<file path="src/rtl/gmii_rx_framer.sv">
// GMII receive framer: strips preamble/SFD, optionally the FCS, checks CRC-32, length and rx_er,
// and forwards frame bytes as a byte-wide AXI-Stream with a bad-frame flag on tuser at tlast.
`timescale 1ns / 1ps

module gmii_rx_framer #(
    parameter int unsigned STRIP_FCS = 1,
    parameter int unsigned MIN_FRAME = 64,
    parameter int unsigned MAX_FRAME = 1522
) (
    input  logic        aclk,
    input  logic        aresetn,
    input  logic [7:0]  gmii_rxd,
    input  logic        gmii_rx_dv,
    input  logic        gmii_rx_er,
    output logic [7:0]  m_axis_tdata,
    output logic        m_axis_tvalid,
    output logic        m_axis_tlast,
    output logic        m_axis_tuser,
    output logic        rx_active,
    output logic [31:0] frame_good_cnt,
    output logic [31:0] frame_bad_cnt
);

    localparam int unsigned DEPTH     = (STRIP_FCS != 0) ? 5 : 1;
    localparam logic [15:0] LEN_DEPTH = 16'(DEPTH);
    localparam logic [15:0] LEN_BEAT  = (STRIP_FCS != 0) ? 16'd6 : 16'd1;
    localparam logic [15:0] LEN_MIN   = 16'(MIN_FRAME);
    localparam logic [15:0] LEN_MAX   = 16'(MAX_FRAME);
    localparam logic [31:0] CRC_RESIDUE = 32'hC704DD7B;

    typedef enum logic [1:0] {StIdle, StPre, StData, StDrop} state_e;

    state_e      state_q, state_d;
    logic [7:0]  rxd_q;
    logic        dv_q, er_q;
    logic [7:0]  pipe_q [DEPTH];
    logic [7:0]  pipe_d [DEPTH];
    logic [31:0] crc_q, crc_d;
    logic [15:0] len_q, len_d;
    logic        err_q, err_d;
    logic [7:0]  tdata_d;
    logic        tvalid_d, tlast_d, tuser_d;
    logic [31:0] good_d, bad_d;

    logic pre_stay, pre_sfd, pre_bad, cut, frame_bad;

    // Reflected CRC-32 (poly 0x04C11DB7 as 0xEDB88320), LSB of each byte first.
    function automatic logic [31:0] crc32_byte(input logic [31:0] crc, input logic [7:0] data);
        logic [31:0] c;
        c = crc;
        for (int i = 0; i < 8; i++) begin
            if (c[0] ^ data[i]) c = (c >> 1) ^ 32'hEDB88320;
            else                c = c >> 1;
        end
        return c;
    endfunction

    function automatic logic [31:0] bitrev32(input logic [31:0] v);
        logic [31:0] r;
        for (int i = 0; i < 32; i++) r[i] = v[31-i];
        return r;
    endfunction

    assign pre_sfd   = dv_q && !er_q && (rxd_q == 8'hD5);
    assign pre_stay  = dv_q && !er_q && (rxd_q == 8'h55);
    assign pre_bad   = dv_q && !pre_sfd && !pre_stay;
    assign cut       = dv_q && (len_q == LEN_MAX);
    // The residue constant is in MSB-first form; the register is kept reflected.
    assign frame_bad = err_q || (bitrev32(crc_q) != CRC_RESIDUE) || (len_q < LEN_MIN);

    always_ff @(posedge aclk or negedge aresetn) begin
        if (!aresetn) state_q <= StIdle;
        else          state_q <= state_d;
    end

    always_comb begin
        state_d = state_q;
        case (state_q)
            StIdle, StPre: begin
                if (pre_sfd)       state_d = StData;
                else if (pre_stay) state_d = StPre;
                else if (pre_bad)  state_d = StDrop;
                else               state_d = StIdle;
            end
            StData: begin
                if (!dv_q)    state_d = StIdle;
                else if (cut) state_d = StDrop;
            end
            StDrop: begin
                if (!dv_q) state_d = StIdle;
            end
            default: state_d = StIdle;
        endcase
    end

    always_comb begin
        rx_active = (state_q != StIdle);
        pipe_d    = pipe_q;
        crc_d     = crc_q;
        len_d     = len_q;
        err_d     = err_q;
        tdata_d   = 8'h00;
        tvalid_d  = 1'b0;
        tlast_d   = 1'b0;
        tuser_d   = 1'b0;
        good_d    = frame_good_cnt;
        bad_d     = frame_bad_cnt;
        case (state_q)
            StIdle, StPre: begin
                if (pre_sfd) begin
                    len_d = 16'd0;
                    crc_d = 32'hFFFFFFFF;
                    err_d = 1'b0;
                end else if (pre_bad) begin
                    bad_d = frame_bad_cnt + 32'd1;
                end
            end
            StData: begin
                if (!dv_q) begin
                    if (len_q >= LEN_BEAT) begin
                        tvalid_d = 1'b1;
                        tlast_d  = 1'b1;
                        tuser_d  = frame_bad;
                        tdata_d  = pipe_q[DEPTH-1];
                    end
                    if ((len_q >= LEN_BEAT) && !frame_bad) good_d = frame_good_cnt + 32'd1;
                    else                                   bad_d  = frame_bad_cnt + 32'd1;
                end else if (cut) begin
                    tvalid_d = 1'b1;
                    tlast_d  = 1'b1;
                    tuser_d  = 1'b1;
                    tdata_d  = pipe_q[DEPTH-1];
                    len_d    = LEN_MAX + 16'd1;
                    bad_d    = frame_bad_cnt + 32'd1;
                end else begin
                    crc_d     = crc32_byte(crc_q, rxd_q);
                    len_d     = len_q + 16'd1;
                    err_d     = err_q | er_q;
                    pipe_d[0] = rxd_q;
                    for (int unsigned i = 1; i < DEPTH; i++) pipe_d[i] = pipe_q[i-1];
                    if (len_q >= LEN_DEPTH) begin
                        tvalid_d = 1'b1;
                        tdata_d  = pipe_q[DEPTH-1];
                    end
                end
            end
            default: ;
        endcase
    end

    always_ff @(posedge aclk or negedge aresetn) begin
        if (!aresetn) begin
            rxd_q          <= 8'h00;
            dv_q           <= 1'b0;
            er_q           <= 1'b0;
            pipe_q         <= '{default: 8'h00};
            crc_q          <= 32'hFFFFFFFF;
            len_q          <= 16'd0;
            err_q          <= 1'b0;
            m_axis_tdata   <= 8'h00;
            m_axis_tvalid  <= 1'b0;
            m_axis_tlast   <= 1'b0;
            m_axis_tuser   <= 1'b0;
            frame_good_cnt <= 32'd0;
            frame_bad_cnt  <= 32'd0;
        end else begin
            rxd_q          <= gmii_rxd;
            dv_q           <= gmii_rx_dv;
            er_q           <= gmii_rx_er;
            pipe_q         <= pipe_d;
            crc_q          <= crc_d;
            len_q          <= len_d;
            err_q          <= err_d;
            m_axis_tdata   <= tdata_d;
            m_axis_tvalid  <= tvalid_d;
            m_axis_tlast   <= tlast_d;
            m_axis_tuser   <= tuser_d;
            frame_good_cnt <= good_d;
            frame_bad_cnt  <= bad_d;
        end
    end

endmodule

</file>
<file path="config.mk">
export PLATFORM = sky130hd
export DESIGN_NAME = gmii_rx_framer
export DESIGN_NICKNAME = d
export VERILOG_FILES = /design/src/rtl/gmii_rx_framer.sv
export SDC_FILE = /design/constraint.sdc
export NUM_CORES = 1
export LEC_CHECK = 0
export ABC_AREA = 1
export BUFFER_PORTS_ARGS = -buffer_cell sky130_fd_sc_hd__buf_2
export CORE_UTILIZATION = 40
export CTS_CLUSTER_SIZE = 20
export DETAILED_ROUTE_END_ITERATION = 6
export GPL_ROUTABILITY_DRIVEN = 0
export PLACE_DENSITY = 0.6
export SETUP_SLACK_MARGIN = 0.2
export SYNTH_ARGS = -nofsm -noshare
export SYNTH_HDL_FRONTEND = slang
export SYNTH_SLANG_ARGS = --single-unit
</file>
<file path="constraint.sdc">
create_clock -name aclk -period 1.8 [get_ports aclk]
set_input_delay 0.36 -clock aclk [delete_from_list [all_inputs] [get_ports aclk]]
set_output_delay 0.36 -clock aclk [all_outputs]
set_load 0.01 [all_outputs]
</file>
==> results.md <==
| Quantity | This run |
| --- | --- |
| Result of the run | finished with violations |
| Failing checks | negative setup slack |
| Detail Route Antenna Nets | 0 |
| Number of levels the H-tree was split into | 4 |
| Setup ws final | -0.188 ns |
| Number of antenna violations at the first check in global routing | 0 |
| DR vias | 10700 |
| Clock Power Share | 20.4% |
| Instance count along the most critical hold path | 1 |
| Die Y-Extent | 163 um |
| Share of power burned in registers | 31.2% |
| Top library cells by usage in the layout, fill and taps aside | sky130_fd_sc_hd__nand2_1 (422), sky130_fd_sc_hd__dfrtp_1 (139), sky130_fd_sc_hd__nor2_1 (134), sky130_fd_sc_hd__buf_4 (109), sky130_fd_sc_hd__nand2_2 (104) |
| Startpoint-to-endpoint class of the critical path | reg2reg |
| Setup crit start kind | flop |
| Core region area | 25300 um2 |
| Syn nets | 1459 |
| Total clock buffers created by CTS | 17 |
| Number of hold-slack violations in the final timing report | 0 |
| Commonest non-fill, non-tap cell in the layout | sky130_fd_sc_hd__nand2_1 |
| Via count of the first global-routing pass | 10000 |
| Ratio of routed vias to standard cells | 5.27 |
| Cells after Synth | 1441 |
| HPWL Detailed | 21.4 mm |
| Synth warnings | 0 |
| Worst slew margin relative to its limit | 70.5% |
| Average instance area after synthesis | 7.16 um2 |
| Reg-to-reg setup timing slack | -0.19 ns |
| Multi-input logic area | 6370 um2 |
| Post-route setup TNS | -6.62 ns |
| Post-DR wirelength/cell | 16.9 um |
| Drc violations | 0 |
| Number of search-and-repair iterations in the first detailed-routing pass | 5 |
| Fillers | 2263 |
| Total power per unit cell area | 1310 nW/um2 |
| Final setup skew | 0.0127 ns |
| Maximum fanout encountered on the critical timing path | 7 |
| Instance count after placement with tap cells included | 1924 |
| Internal power of the cells | 11200 uW |
| Total chip power | 19400 uW |
| Total congestion overflow after global routing | 0 |
| Maximum resistive drop on vdd | 0.000848 V |
| Register Area | 4450 um2 |
| GRT Overall Usage | 24.4% |
| Pins Over Slew Limit | 0 |
| Initial drt markers | 827 |
| Worst flop-to-flop path startpoint | len_q[0] |
| Sw Ratio | 42.2% |
| Initial Util | 40.9% |
| Combinational Power Share | 48.3% |
| Category of the worst setup path capture point | flop |
| Net count, final | 1709 |
| Fraction of the yosys area taken by sequential cells | 43.1% |
| Static leakage power | 0.00724 uW |
| Flip-flop and latch count after synthesis | 176 |
| Root buffer cell | sky130_fd_sc_hd__clkbuf_16 |
| Shortest period the worst path allows | 1.99 ns |
| Share of layout cells above drive strength 1 | 37.0% |
| Unrepaired setup endpoints after global routing | true |
| DRT Wirelength | 34.3 mm |
| Floorplan die area | 26500 um2 |
| Transition time at the pin with the least slew margin | 0.443 ns |
| Synth unique cells | 39 |
| Endpoint of the worst register-to-register path | crc_q[15] |
| Hold/Removal Path Class | in2reg |
| Crit share post-route | 110% |
| P_sw | 8170 uW |
| Die Span X | 163 um |
| Timing endpoint of the critical path | crc_q[15] |
| TritonCTS clock tree | done |
| P&R area growth vs syn | 43.8% |
| Clock transition at the registers of the reported paths | 0.08 ns |
| Number of cells on the worst reg-to-reg path | 11 |
| Largest net degree at the start of global routing | 55 |
| I/O Buffers | 87 |
| WHS | 0.0114 ns |
| Non-filler cells in the finished layout | 2034 |
| Number of ports placed on the die boundary | 88 |
| Standard-cell rows | 58 |
| Total of endpoints with negative setup slack in the final report | 91 |
| First-pass GRT wire length | 50.8 mm |
| Clock net sink count | 176 |
| Diode count | 0 |
| Max frequency | 503 MHz |
| Max_cap viols | 0 |
| Clock latency reported for the late side of the worst-skew pair | 0.45 ns |
| Endpoint arrival time on the critical path | 2.37 ns |
| Maximum root-to-sink buffer count | 2 |
| Setup Slack @ Placement | -0.110 ns |
| Combined area of all synthesized cells | 10300 um2 |
| Source of the critical timing path | len_q[0] |
| Required time worst endpoint | 2.18 ns |
[Yosys cell counts]
cell type,number,share of area [%]
sky130_fd_sc_hd__nor2_8,2,0.39
sky130_fd_sc_hd__nand2_2,2,0.12
sky130_fd_sc_hd__nor2_1,167,6.1
sky130_fd_sc_hd__xnor2_1,13,1.1
sky130_fd_sc_hd__buf_6,1,0.11
sky130_fd_sc_hd__a21oi_1,19,0.92
sky130_fd_sc_hd__o21ai_0,57,2.8
sky130_fd_sc_hd__inv_1,121,4.4
sky130_fd_sc_hd__dfrtp_1,144,35
sky130_fd_sc_hd__buf_4,6,0.44
sky130_fd_sc_hd__nand4_1,79,4.8
sky130_fd_sc_hd__nand2_4,1,0.11
sky130_fd_sc_hd__and2_1,1,0.061
sky130_fd_sc_hd__a22oi_1,9,0.65
sky130_fd_sc_hd__nand3b_1,25,1.8
sky130_fd_sc_hd__nor2_4,1,0.11
sky130_fd_sc_hd__or2_2,2,0.12
sky130_fd_sc_hd__o31ai_1,1,0.073
sky130_fd_sc_hd__nand3_2,3,0.29
sky130_fd_sc_hd__nand3_1,68,3.3
sky130_fd_sc_hd__o21ai_1,3,0.15
sky130_fd_sc_hd__dfstp_2,32,8.1
sky130_fd_sc_hd__a21boi_1,1,0.073
sky130_fd_sc_hd__o22ai_1,5,0.30
sky130_fd_sc_hd__inv_4,1,0.061
sky130_fd_sc_hd__ha_1,6,0.73
sky130_fd_sc_hd__nand2_1,557,20
sky130_fd_sc_hd__inv_2,5,0.18
sky130_fd_sc_hd__nor3b_1,1,0.073
sky130_fd_sc_hd__xor2_1,57,4.8
sky130_fd_sc_hd__nand3_4,1,0.17
sky130_fd_sc_hd__clkbuf_1,13,0.47
sky130_fd_sc_hd__buf_1,1,0.036
sky130_fd_sc_hd__nor2_2,2,0.12
sky130_fd_sc_hd__a2bb2oi_1,1,0.085
sky130_fd_sc_hd__and3_1,1,0.061
sky130_fd_sc_hd__a31oi_4,1,0.21
sky130_fd_sc_hd__nor3_1,12,0.58
sky130_fd_sc_hd__buf_2,19,0.92
[metal layers]
| metal | part of all wire (%) | GRT usage (%) | wire length, um | vias up |
|---|---|---|---|---|
| li1 | - | - | - | 5131 |
| met1 | 43 | 33.1 | 14900 | 5140 |
| met2 | 47 | 39.5 | 16200 | 358 |
| met3 | 6.3 | 4.28 | 2170 | 92 |
| met4 | 3.1 | 7.86 | 1060 | 0 |
| met5 | 0 | 0 | 0 | - |
[critical path: stages, from the launching register on]
cell,delay (ns)
sky130_fd_sc_hd__dfrtp_1,0.40
sky130_fd_sc_hd__inv_2,0.09
sky130_fd_sc_hd__ha_4,0.13
sky130_fd_sc_hd__nand4_1,0.09
sky130_fd_sc_hd__nor2_2,0.20
sky130_fd_sc_hd__buf_4,0.15
sky130_fd_sc_hd__nand4_1,0.23
sky130_fd_sc_hd__nand2_8,0.22
sky130_fd_sc_hd__buf_8,0.15
sky130_fd_sc_hd__clkinv_8,0.08
sky130_fd_sc_hd__nand3_2,0.10
sky130_fd_sc_hd__nand2_2,0.07
[worst min path at each step]
| stage | start | endpoint | slack, ns |
|---|---|---|---|
| final | gmii_rxd[6] | rxd_q[6] | 0.01 |
| after global routing | gmii_rxd[6] | rxd_q[6] | -0.0003 |
| after CTS | gmii_rxd[6] | rxd_q[6] | 0.007 |
| after detailed placement | aresetn | m_axis_tdata[6] | 0.34 |
| after global placement | aresetn | m_axis_tdata[5] | 0.35 |
| after floorplan | aresetn | dv_q | 0.06 |
[power by group through the flow]
stage          Sequential (uW)  Clock, uW  Combinational, uW
2_1_floorplan             5750          0               3870
3_3_place_gp              5830          0               6060
3_5_place_dp              5860          0               6150
4_1_cts                   5850       4030               7850
5_1_grt                   6150       4180              10100
6_report                  6050       3960               9360
[sequential cells by signal, indices dropped and copies added, names as in the netlist, 2 cells and up]
register	count
frame_good_cnt	32
rxd_q	8
crc_q	32
m_axis_tdata	8
pipe_q	40
state_q	2
len_q	16
frame_bad_cnt	32
[final cells by class]
| cell class | count | share of cell area (%) |
|---|---|---|
| timing repair inverter | 7 | 0.674 |
| clock buffer | 17 | 2.87 |
| tap | 330 | 2.78 |
| timing repair buffer | 264 | 15.9 |
| clock inverter | 15 | 1.38 |
| sequential | 176 | 30.0 |
| inverter | 127 | 3.53 |
| multi-input combinational | 1098 | 42.9 |
[logic make-up after synthesis]
group	synth area share, %
compound gates	5.22
buf+inv	6.62
xor+xnor	5.94
flops	43.1
fa+ha+maj	0.727
simple gates	38.4
[per-stage QoR]
stage,util (%),instance area (um2)
5_1_grt,58.8,14800
2_1_floorplan,-,10400
6_report,58.8,14800
3_5_place_dp,47.1,11900
4_1_cts,54.5,13800
3_3_place_gp,47.1,11900
[what timing repair did]
item,CTS,global route
cloned,7,13
buffers inserted,33,24
hold buffers,1,0
endpoints found under the hold margin,37,0
gates resized for setup,261,201
endpoints found under the setup margin,151,160
pin swaps,65,47
Note: power is estimated with default switching activity, not from simulation.
